<file path="config.mk">
export PLATFORM = sky130hd
export DESIGN_NAME = instruction_fetcher
export DESIGN_NICKNAME = d
export VERILOG_FILES = /design/src/rtl/instruction_fetcher.sv
export SDC_FILE = /design/constraint.sdc
export NUM_CORES = 1
export LEC_CHECK = 0
export BUFFER_PORTS_ARGS = -buffer_cell sky130_fd_sc_hd__buf_2
export CAP_MARGIN = 20
export CORE_UTILIZATION = 44
export CTS_CLUSTER_SIZE = 28
export DETAILED_ROUTE_END_ITERATION = 16
export PLACE_DENSITY = 0.77
export RECOVER_POWER = 50
export SLEW_MARGIN = 20
export SYNTH_ARGS = -nofsm -noshare
export SYNTH_HDL_FRONTEND = slang
export SYNTH_SLANG_ARGS = --single-unit
export TNS_END_PERCENT = 1
</file>
<file path="constraint.sdc">
create_clock -name clk -period 1.9 [get_ports clk]
set_clock_uncertainty 0.05 [all_clocks]
set_input_delay 0.475 -clock clk [delete_from_list [all_inputs] [get_ports clk]]
set_output_delay 0.475 -clock clk [all_outputs]
set_load 0.03 [all_outputs]
</file>
<file path="src/rtl/instruction_fetcher.sv">
// rtl/instruction_fetcher.sv - instruction fetch unit with single-entry PC reuse buffer
module instruction_fetcher #(
  parameter int PROGRAM_MEM_ADDR_BITS = 8,
  parameter int PROGRAM_MEM_DATA_BITS = 16
) (
  input  logic                             clk,
  input  logic                             reset,
  input  logic [2:0]                       core_state,
  input  logic [PROGRAM_MEM_ADDR_BITS-1:0] current_pc,
  input  logic                             flush,
  output logic                             mem_read_valid,
  output logic [PROGRAM_MEM_ADDR_BITS-1:0] mem_read_address,
  input  logic                             mem_read_ready,
  input  logic [PROGRAM_MEM_DATA_BITS-1:0] mem_read_data,
  output logic [2:0]                       fetcher_state,
  output logic [PROGRAM_MEM_DATA_BITS-1:0] instruction
);

  typedef enum logic [2:0] {
    S_IDLE     = 3'b000,
    S_FETCHING = 3'b001,
    S_FETCHED  = 3'b010
  } fetch_state_e;

  localparam logic [2:0] CORE_FETCH  = 3'b001;
  localparam logic [2:0] CORE_DECODE = 3'b010;

  fetch_state_e                     state_q;
  logic                             mem_read_valid_q;
  logic [PROGRAM_MEM_ADDR_BITS-1:0] mem_read_address_q;
  logic [PROGRAM_MEM_DATA_BITS-1:0] instruction_q;
  logic [PROGRAM_MEM_ADDR_BITS-1:0] buf_pc_q;
  logic                             buf_valid_q;
  logic                             buf_valid_d;
  logic                             buf_hit;
  logic                             fill_done;

  // A hit needs a valid buffer tagged with the PC being fetched.
  assign buf_hit   = buf_valid_q && (buf_pc_q == current_pc);
  // A fill completes only while a request is outstanding; stray ready pulses are ignored.
  assign fill_done = (state_q == S_FETCHING) && mem_read_ready;

  // Buffer valid next state: a completing fill sets it, flush clears it and wins.
  always_comb begin
    buf_valid_d = buf_valid_q;
    if (fill_done) buf_valid_d = 1'b1;
    if (flush)     buf_valid_d = 1'b0;
  end

  // Reuse buffer registers; the tag is the address of the request that just completed.
  always_ff @(posedge clk) begin
    if (reset) begin
      buf_valid_q <= 1'b0;
      buf_pc_q    <= '0;
    end else begin
      buf_valid_q <= buf_valid_d;
      if (fill_done) buf_pc_q <= mem_read_address_q;
    end
  end

  // Fetch FSM with registered request and instruction outputs.
  always_ff @(posedge clk) begin
    if (reset) begin
      state_q            <= S_IDLE;
      mem_read_valid_q   <= 1'b0;
      mem_read_address_q <= '0;
      instruction_q      <= '0;
    end else begin
      case (state_q)
        S_IDLE: begin
          if (core_state == CORE_FETCH) begin
            if (buf_hit) begin
              state_q <= S_FETCHED;
            end else begin
              mem_read_valid_q   <= 1'b1;
              mem_read_address_q <= current_pc;
              state_q            <= S_FETCHING;
            end
          end
        end
        S_FETCHING: begin
          if (mem_read_ready) begin
            instruction_q    <= mem_read_data;
            mem_read_valid_q <= 1'b0;
            state_q          <= S_FETCHED;
          end
        end
        S_FETCHED: begin
          if (core_state == CORE_DECODE) state_q <= S_IDLE;
        end
        default: begin
          state_q          <= S_IDLE;
          mem_read_valid_q <= 1'b0;
        end
      endcase
    end
  end

  assign mem_read_valid   = mem_read_valid_q;
  assign mem_read_address = mem_read_address_q;
  assign instruction      = instruction_q;
  assign fetcher_state    = state_q;

endmodule

</file>
==> metrics.txt <==
aggregate global-route resource usage=0.213; worst vdd ir=0.000403 V; HPWL Detailed=2.77 mm; total length of routed wires=3.94 mm; diodes inserted=0; measured slew at the worst slew-check pin=0.830 ns; synthesis warning total=0; final std cells w/o fill=314; critical path data arrival time=1.90 ns; Final Cycle Share=0.940; clk root buf=clkbuf_8; fraction of the yosys area taken by sequential cells=0.443; synth cell count leaders=51 x nand2_1, 36 x dfxtp_1, 29 x a21oi_1; via total after detailed routing=1647; sequential cell area=721 um^2; number of synthesized flops with an enable pin=0; count of endpoints failing setup in the final report=0; cells resized by post-CTS repair=0; horizontal extent of the die=62.8 um; latest clock arrival within the worst-skew pair=0.29 ns; setup tns final=0 ns; Layout Nets=298; number of buffers between clock root and the deepest sink=2; total number of placement rows=21; ys async rst share=0; Area growth syn-to-layout=25.8%; leading cell type by number of instances after synthesis=nand2_1; detail-routed net length per standard cell=12.5 um; number of clock sinks=36; count of cell types in the netlist=27; FILL cells=337; cell types occupying the most area after synthesis=dfxtp_1 44%, nand2_1 12%, a21oi_1 8.9%; max-cap check violation count=0; maximum clock frequency=0.560 GHz; multi-input combinational cell area=830 um^2; Leak Pwr=0.761 nW; floorplan die area=3950 um^2; detailed-router iteration count before antenna repair=4; Post-route DRC=0; library cell occupying the most area in the post-synthesis netlist=dfxtp_1; largest net degree at the start of global routing=25; depth of the worst hold-timing path=2; worst setup slack after layout=0.114 ns; dominant synthesized flop cell=dfxtp_1; area share of the leading cell type in the synthesized netlist=0.443; final hold violations=0; die height=62.8 um; CP startpoint kind=register; Max FO, Critical Path=8; worst setup slack after placement=-0.113 ns; Post-Syn Instances=207; quantity of hold-fixing buffers added after cts=0; gp weighted congestion=0.820; Num CTS Buffers=5; final count of pins violating max slew=0; shortest clock period the worst path allows after layout=1.79 ns; vias in the first global route=1462; Overall Power=1.53 mW; DR iter-0 viols=61; H-tree depth=2; RSZ-0062 raised after global routing=false; number of placed instances, taps included=306; area of the core=3440 um^2; number of I/O pins=59; class of the most critical hold timing path=input port to register; areal power density over the cells=747 nW/um^2; antenna-violating nets left=0; number of storage elements in the synthesis netlist=36; number of antenna violations at the first check in global routing=0; effective utilization at floorplan=0.473; layout cells sized above 1=0.201; Max-Slew Margin vs Limit=0.447; required time of the worst setup path=2.02 ns; kind of end point of the critical path=register; net count after synthesis=238; final core area utilization=0.595; worst reg-to-reg path cell count=4; mean post-synth cell area=7.86 um^2; CTS tree=yes; CTS clk-pin slew, worst paths=0.07 ns; netlist area before placement=1630 um^2; residual overflow from global routing=0; result of the run=completed; post-CTS setup buffers=0; Crit Path Class=register to register; number of port buffers=57; average vias per placed instance=5.25; wire length of the first global-routing pass=6.54 mm
-- kinds of logic after synthesis --
group,after synthesis,share of synthesized area
AO/OA/AOI/OAI,47,0.158
XOR/XNOR,8,0.0430
buffers and inverters,17,0.0515
flip-flops,36,0.443
other,1,0.00230
AND/OR/NAND/NOR,98,0.302
-- sequential cells by signal, summed over array words and instances (netlist names) --
register          count
buf_pc_q              8
mem_read_valid        1
mem_read_address      8
buf_valid_q           1
fetcher_state         2
instruction          16
-- cells in the final DEF, fill, tap and decap left out, types with 2 or more instances in the layout --
cell | Yosys | layout
buf_4 | 1 | 12
a22oi_1 | 8 | 8
clkbuf_1 | 10 | 26
o21ai_0 | 9 | 9
nand4_1 | 10 | 10
xor2_1 | 3 | 3
clkbuf_8 | 0 | 6
nor2b_1 | 8 | 8
dfxtp_1 | 36 | 36
clkinv_2 | 0 | 2
xnor2_1 | 5 | 5
a21oi_1 | 29 | 29
nand2_1 | 51 | 51
buf_2 | 1 | 31
nor2_1 | 4 | 4
nor3_1 | 2 | 2
nand3_1 | 8 | 8
nor4b_1 | 8 | 7
-- final cells by class --
cell class	instances	share of cell area
multi-input combinational	154	0.405
sequential	36	0.352
timing repair buffer	70	0.170
clock buffer	6	0.0403
tap	46	0.0281
clock inverter	2	0.00489
-- power breakdown --
part / switching [mW] / total [mW] / internal (mW) / leakage [nW]
Combinational: 0.118 / 0.188 / 0.0704 / 0.419
Clock: 0.265 / 0.554 / 0.289 / 0.0510
Sequential: 0.0133 / 0.787 / 0.774 / 0.292
Total: 0.396 / 1.53 / 1.13 / 0.761
-- layer usage --
layer  vias up  track usage  part of all wire
li1        836            -                 -
met2        65        0.332              0.45
met5         -            0                 0
met4         0        0.122             0.023
met3         8       0.0493             0.062
met1       738        0.267              0.47
-- worst paths after layout --
kind	start	end	slack, ns
worst min-delay path	flush	buf_valid_q	0.30
worst max-delay path	fetcher_state[0]	mem_read_address[6]	0.11
worst max register to register	fetcher_state[0]	mem_read_address[6]	0.11
worst min register to register	instruction[7]	instruction[7]	0.41
-- worst max-delay path: stages, from the launching register on --
cell and delay [ns]:
dfxtp_1 0.31, or4b_1 0.57, or2_0 0.40, a22oi_1 0.24
nand3_1 0.10
-- stage by stage --
step	hold slack, ns	area (um^2)
final	0.298	2050
after global routing	0.299	2050
after detailed placement	0.394	1980
after floorplan	0.398	1630
after CTS	0.291	2080
after global placement	0.389	1980
Note: power is estimated with default switching activity, not from simulation.
